===== config.mk =====
export PLATFORM = sky130hd
export DESIGN_NAME = obc_da_sequencer
export DESIGN_NICKNAME = d
export VERILOG_FILES = /design/src/rtl/obc_da_sequencer.sv
export SDC_FILE = /design/constraint.sdc
export NUM_CORES = 1
export LEC_CHECK = 0
export BUFFER_PORTS_ARGS = -buffer_cell sky130_fd_sc_hd__clkbuf_2
export CELL_PAD_IN_SITES_DETAIL_PLACEMENT = 0
export CELL_PAD_IN_SITES_GLOBAL_PLACEMENT = 1
export CORE_MARGIN = 1
export CORE_UTILIZATION = 41
export CTS_CLUSTER_DIAMETER = 60
export DETAILED_ROUTE_END_ITERATION = 8
export MAX_ROUTING_LAYER = met4
export PLACE_DENSITY = 0.88
export SLEW_MARGIN = 20
export SYNTH_ARGS = -nofsm -noshare
export SYNTH_HDL_FRONTEND = slang
export SYNTH_SLANG_ARGS = --single-unit

===== constraint.sdc =====
create_clock -name clk -period 5.9 [get_ports clk]
set_input_delay 0 -clock clk [delete_from_list [all_inputs] [get_ports clk]]
set_output_delay 0 -clock clk [all_outputs]
set_load 0.01 [all_outputs]

===== src/rtl/obc_da_sequencer.sv =====
// OBC distributed-arithmetic bit-serial sequencer for the 16-point DFT.
// One frame in, one bit plane per cycle, one signed partial sum out.
module obc_da_sequencer #(
  parameter int DATA_W = 8,
  parameter int ROM_W  = 32,
  parameter int NPTS   = 16,
  localparam int BW    = $clog2(DATA_W),
  localparam int AW    = NPTS - 1,
  localparam int OW    = ROM_W + 2
) (
  input  logic                   clk,
  input  logic                   rst_n,
  input  logic                   in_valid,
  output logic                   in_ready,
  input  logic [NPTS*DATA_W-1:0] in_data,
  input  logic                   flush,
  output logic                   rom_en,
  output logic [AW-1:0]          rom_addr,
  input  logic [ROM_W-1:0]       rom_data,
  input  logic [ROM_W-1:0]       offset,
  output logic [BW-1:0]          bit_idx,
  output logic                   out_valid,
  input  logic                   out_ready,
  output logic [OW-1:0]          out_data
);

  typedef enum logic [1:0] {
    IDLE = 2'd0,
    RUN  = 2'd1,
    DONE = 2'd2
  } state_e;

  state_e                  state_q, state_d;
  logic [OW-1:0]           acc_q, acc_d;
  logic [BW-1:0]           bit_q, bit_d;
  logic [NPTS*DATA_W-1:0]  samp_q, samp_d;
  logic [ROM_W-1:0]        off_q, off_d;
  logic [OW-1:0]           out_q, out_d;

  logic [NPTS-1:0]         slice;
  logic [AW-1:0]           addr_w;
  logic [OW-1:0]           rom_ext;
  logic [OW-1:0]           term;
  logic [OW-1:0]           acc_sh;
  logic [OW-1:0]           off_ext;
  logic                    last;

  // Bit-plane slice, OBC address folding and signed term
  always_comb begin
    slice = '0;
    for (int k = 0; k < NPTS; k++) begin
      slice[k] = samp_q[k*DATA_W + int'(bit_q)];
    end
    addr_w  = slice[NPTS-1:1] ^ {AW{slice[0]}};
    rom_ext = {{2{rom_data[ROM_W-1]}}, rom_data};
    term    = slice[0] ? (~rom_ext + OW'(1)) : rom_ext;
    acc_sh  = {acc_q[OW-1], acc_q[OW-1:1]};
    off_ext = {{2{off_q[ROM_W-1]}}, off_q};
    last    = (bit_q == BW'(DATA_W - 1));
  end

  // State and datapath registers
  always_ff @(posedge clk or negedge rst_n) begin
    if (!rst_n) begin
      state_q <= IDLE;
      acc_q   <= '0;
      bit_q   <= '0;
      samp_q  <= '0;
      off_q   <= '0;
      out_q   <= '0;
    end else begin
      state_q <= state_d;
      acc_q   <= acc_d;
      bit_q   <= bit_d;
      samp_q  <= samp_d;
      off_q   <= off_d;
      out_q   <= out_d;
    end
  end

  // Next state; flush overrides load, progress and handshake
  always_comb begin
    state_d = state_q;
    acc_d   = acc_q;
    bit_d   = bit_q;
    samp_d  = samp_q;
    off_d   = off_q;
    out_d   = out_q;
    if (flush) begin
      state_d = IDLE;
      acc_d   = '0;
      bit_d   = '0;
    end else begin
      unique case (state_q)
        IDLE: begin
          if (in_valid) begin
            samp_d  = in_data;
            off_d   = offset;
            acc_d   = '0;
            bit_d   = '0;
            state_d = RUN;
          end
        end
        RUN: begin
          if (last) begin
            acc_d   = acc_sh - term;
            out_d   = acc_sh - term + off_ext;
            bit_d   = '0;
            state_d = DONE;
          end else begin
            acc_d = acc_sh + term;
            bit_d = bit_q + BW'(1);
          end
        end
        DONE: begin
          if (out_ready) begin
            state_d = IDLE;
          end
        end
        default: state_d = IDLE;
      endcase
    end
  end

  // Outputs decoded from the registered state
  always_comb begin
    in_ready  = (state_q == IDLE);
    rom_en    = (state_q == RUN);
    out_valid = (state_q == DONE);
    rom_addr  = rom_en ? addr_w : '0;
    bit_idx   = rom_en ? bit_q : '0;
    out_data  = out_q;
  end

endmodule


# Word level (Yosys, flattened, before mapping)
# Cells that the tools add are included.
# Widths: inputs -> output; s select.
[op_classes] mux=63 n_div=0 reduce_logical=6 addsub=20 n_mul=0 n_shift=0 n_lt_le_gt_ge=16 eq_ne=6 bitwise=3
[ops] op="$mux 34" count=4
[ops] op="$bmux 1 s7" count=15
[ops] op="$add 34x34->34" count=2
[ops] op="$pmux 34 s2" count=1
[ops] op="$add 7x3->8 const A" count=8
[ops] op="$lt 8x8->1 const B" count=8
[ops] op="$add 34x1->34 const B" count=1
[ops] op="$not 34->34" count=1
[ops] op="$sub 34x34->34" count=1
[ops] op="$lt 7x8->1 const B" count=4
[ops] op="$mux 1" count=31
[ops] op="$add 6x3->7 const A" count=4
[ops] op="$lt 6x8->1 const B" count=2
[ops] op="$mux 15" count=1
[ops] op="$xor 15x15->15" count=1
[ops] op="$add 5x3->6 const A" count=2
[ops] op="$mux 3" count=4
[ops] op="$ne 3x2->1 const B" count=3
[ops] op="$reduce_and 3->1" count=3
[ops] op="$lt 3x8->1 const B" count=1
[ops] op="$lt 5x8->1 const B" count=1
[ops] op="$mux 2" count=4
[ops] op="$pmux 2 s3" count=1
[ops] op="$pmux 3 s2" count=1
[ops] op="other kinds (10)" count=10
[word_totals] output_inout_bits=55 register_bits=233 memories=0 latchBits=0 ramBits=0 romBits=0

# Logic depth before layout (Yosys ltp)
[depth] ltp_word=7 depth_mapped=29

# Least setup slack after synthesis
# OpenSTA, ideal clock, no wires.
[synth_timing] kind="register to register" start="reg bit_q[0]" end="reg out_q[33] (netlist: out_data[33])" t_required_ps=5771 path_slack_ps=-540 setup_ps=129 n_path_buf=2 path_stages_with_launch=28 arrival_ps=6311 path_cell_list="dfrtp_1 > buf_2 > mux4_2 > mux2i_1 > clkbuf_1 > nor2_1 > xor2_1 > inv_1 > ha_1 > or3_4 > or2_1 > o22ai_1 > o21bai_1 > a21o_1 > a221o_1 > a221oi_2 > xnor2_1 > ha_1 > and3_1 > and3_1 > and2_1 > a221o_1 > a31oi_1 > o211ai_1 > a311o_1 > xor2_1 > xnor2_1 > o21ai_1"
[synth_via] elab_chain_len=5
[synth_lines] item="start: declaration" line_no="35" rtl="logic [BW-1:0] bit_q, bit_d;"
[synth_lines] item="start signal: assignment" line_no="74" rtl="bit_q <= bit_d;"
[synth_lines] item="$bmux 1 s3" line_no="52" rtl="slice[k] = samp_q[k*DATA_W + int'(bit_q)];"
[synth_lines] item="$mux 1 (implied by the code)" line_no="52"
[synth_lines] item="$mux 34" line_no="56" rtl="term = slice[0] ? (~rom_ext + OW'(1)) : rom_ext;"
[synth_lines] item="$sub 34x34->34" line_no="107" rtl="out_d = acc_sh - term + off_ext;"
[synth_lines] item="$add 34x34->34" line_no="107"
[synth_lines] item="end signal: assignment" line_no="77" rtl="out_q <= out_d;"
[synth_lines] item="end: declaration" line_no="38" rtl="logic [OW-1:0] out_q, out_d;"
# Several ways; a longest one is shown, not always the timed one. The select of a mux whose other input is x is not followed.
# A chain may end at the register's enable or synchronous reset.

# Worst setup path after layout
# Ends and elaborated chain as after synthesis.

==> impl_metrics.tcl <==
set metrics [dict create \
    cts_tree "built" \
    layout_commonest_cell "clkbuf_2" \
    status "finished, violations left" \
    fp-row-count 72 \
    die_w_um 200 \
    cts_buffers 31 \
    synth.distinct_cells 89 \
    drc 0 \
    wl_um 53300 \
    ios 252 \
    slew_violations 0 \
    p_leak_nw 9.81 \
    drive_gt1_frac 0.336 \
    powerDensity_nw_per_um2 433 \
    clock_sinks 232 \
    fill_cells 3294 \
    synth_cells 1575 \
    grt_pass1_wl_um 83000 \
    grt_max_degree 152 \
    h-tree-depth 1 \
    die_height_um 200 \
    nets 2371 \
    crit_fanout 5 \
    synth_edf_count 0 \
    worstSkewPairLatency_ps 590 \
    setup_viol_count_final 2 \
    tns_ps -136 \
    slowest_stage "mux4_2" \
    fin_hold_ws_ps 163 \
    final_cell_mix "clkbuf_2 (250), dfrtp_1 (231), dlygate4sd3_1 (165)" \
    vias 14300 \
    violations "negative setup slack" \
    timing.final.ws_setup_ps -85.5 \
    hold_viol 0 \
    synth_area_um2 16000 \
    grt.total_usage 0.278 \
    fmax_mhz 167 \
    synth_flop_cell "dfrtp_1" \
    maxCapViolCount 0 \
    drtAntennaViolNets 0 \
    cts_root_buf "clkbuf_16" \
    fp.dieArea_um2 39900 \
    syn_nets 1877 \
    synth_seq_cells 232 \
    io_buffer_count 251 \
    peakVddDrop_v 0.000263 \
    dr.pass1.iters 7 \
    post_synth.cell_area_avg_um2 10.2 \
    clkTransAtPathRegs_ps 60 \
    criticalPathCategory "register to register" \
    skew_ps 19.1 \
    worst_slew_pin_slew_ps 1030 \
    finalWeightedCongestion 0.923 \
    slowest_delay_ps 560 \
    slew_headroom 0.314 \
    drt_iter0_drc 707 \
    post-place-ws_ps -206 \
    grt_pass1_vias 15100 \
    dp_hpwl_um 35700 \
    ys_warn_count 0 \
    fin_crit_ps 5990 \
    wl_per_cell_um 20.4 \
    post-route-period-util 1.01 \
    cp.arrival_ps 6410 \
    crit_path_start_kind "register" \
    diodes 0 \
    hp-class "primary input to register" \
    core_um2 38600 \
    rsz0062_at_grt "yes" \
    crit_top_cell "xnor2_1" \
    area_delta_synth_final_pct 33.8 \
    worstPathRequired_ps 6330 \
    grt_overflow_total 0 \
    async_flop_share 1.00 \
    ys_seq_area_frac 0.363 \
    clock_path_buffers 3 \
    end_kind "register" \
    vias_per_cell 5.49 \
    start_util 0.415 \
    antenna_found_initial 0 \
]
## cells by family (layout without fill, tap and decap cells)
| group | Yosys count | after routing | synth area share |
|---|---|---|---|
| compound gates | 359 | 359 | 0.150 |
| xor+xnor | 137 | 137 | 0.0749 |
| fa+ha+maj | 105 | 105 | 0.0834 |
| buf+inv | 164 | 679 | 0.0461 |
| flops | 232 | 232 | 0.363 |
| mux | 218 | 218 | 0.174 |
| simple gates | 360 | 360 | 0.109 |
## where the power goes
| group | leakage, nW | switching [mW] | internal [mW] |
|---|---|---|---|
| Clock | 0.465 | 0.797 | 1.02 |
| Sequential | 2.87 | 0.241 | 1.88 |
| Combinational | 6.47 | 2.86 | 2.48 |
| Total | 9.81 | 3.90 | 5.38 |
## state kept, by name (all words and copies together) (netlist names)
signal    cells
out_data     34
bit_q         3
state_q       2
samp_q      128
off_q        32
acc_q        33
## worst paths after layout
path,from,endpoint,slack (ps),cells past startpoint
setup / recovery,bit_q[0],out_data[33],-90,25
max in group asynchronous,rst_n,acc_q[19],4090,4
setup reg to reg,bit_q[0],out_data[33],-90,25
hold / removal,rom_data[11],acc_q[11],160,6
min in group asynchronous,rst_n,out_data[1],530,3
hold reg to reg,out_data[20],out_data[20],480,2
## through the flow
stage | utilization | total power, mW | cell area [um^2] | std cells
after floorplan | - | 5.44 | 16100 | 1575
after detailed placement | 0.478 | 6.93 | 18400 | 2374
after CTS | 0.548 | 8.93 | 21100 | 2597
final | 0.556 | 9.27 | 21400 | 2608
after global routing | 0.556 | 9.86 | 21400 | 2608
after global placement | 0.478 | 6.84 | 18400 | 2374
## what timing repair did
action                                 CTS  global route
pin swaps                               17            24
buffers inserted                         5            11
endpoints found under the hold margin  242             0
gates resized for setup                 14            38
setup endpoints to repair                6            12
hold buffers                           165             0
## synthesized netlist by cell type, types with 7 or more instances
library cell | n | area (um^2)
o21a_1 | 8 | 60.1
nand4_1 | 8 | 50.1
inv_1 | 77 | 289
nand2b_1 | 20 | 125
a31oi_1 | 11 | 68.8
o21bai_1 | 19 | 143
a21oi_1 | 86 | 430
ha_1 | 102 | 1280
nor2_1 | 114 | 428
dfrtp_1 | 232 | 5810
o31ai_1 | 14 | 105
clkbuf_1 | 52 | 195
o21ai_1 | 13 | 65.1
xor2_1 | 46 | 403
a22o_1 | 9 | 78.8
a211oi_1 | 11 | 82.6
a21o_1 | 29 | 218
mux2_2 | 163 | 1840
nor3_1 | 26 | 130
nand2_1 | 102 | 383
nor2b_1 | 15 | 93.8
xnor2_1 | 91 | 797
buf_4 | 11 | 82.6
and2_1 | 12 | 75.1
mux2i_1 | 23 | 230
mux4_2 | 32 | 721
nor4_1 | 9 | 56.3
or3_1 | 7 | 43.8
buf_6 | 10 | 113
o21ai_0 | 85 | 425
nand3_1 | 12 | 60.1
## routing by layer
| layer | vias up | share of wire | GRT usage |
|---|---|---|---|
| met5 | - | 0 | - |
| met4 | 0 | 0.047 | 0.123 |
| met3 | 153 | 0.070 | 0.0606 |
| met2 | 600 | 0.49 | 0.461 |
| met1 | 6949 | 0.40 | 0.322 |
| li1 | 6623 | - | - |
## worst max-delay path: cells and delay by family (launching register included)
family,cells,cell delay [ps]
flip-flops,1,390
AND/OR/NAND/NOR,5,1070
buffers and inverters,1,70
multiplexers,2,910
adder cells (fa/ha/maj),2,450
XOR/XNOR,4,670
AO/OA/AOI/OAI,11,2250
## layout make-up
cell class	count	area, um^2	area share
clock inverters	14	129	0.00601
repair buffers	544	3920	0.183
well taps	518	648	0.0303
clock buffers	40	840	0.0392
flip-flops and latches	232	5810	0.271
multi-input cells	1179	9780	0.456
inverters	81	304	0.0142
Note: power is estimated with default switching activity, not from simulation.
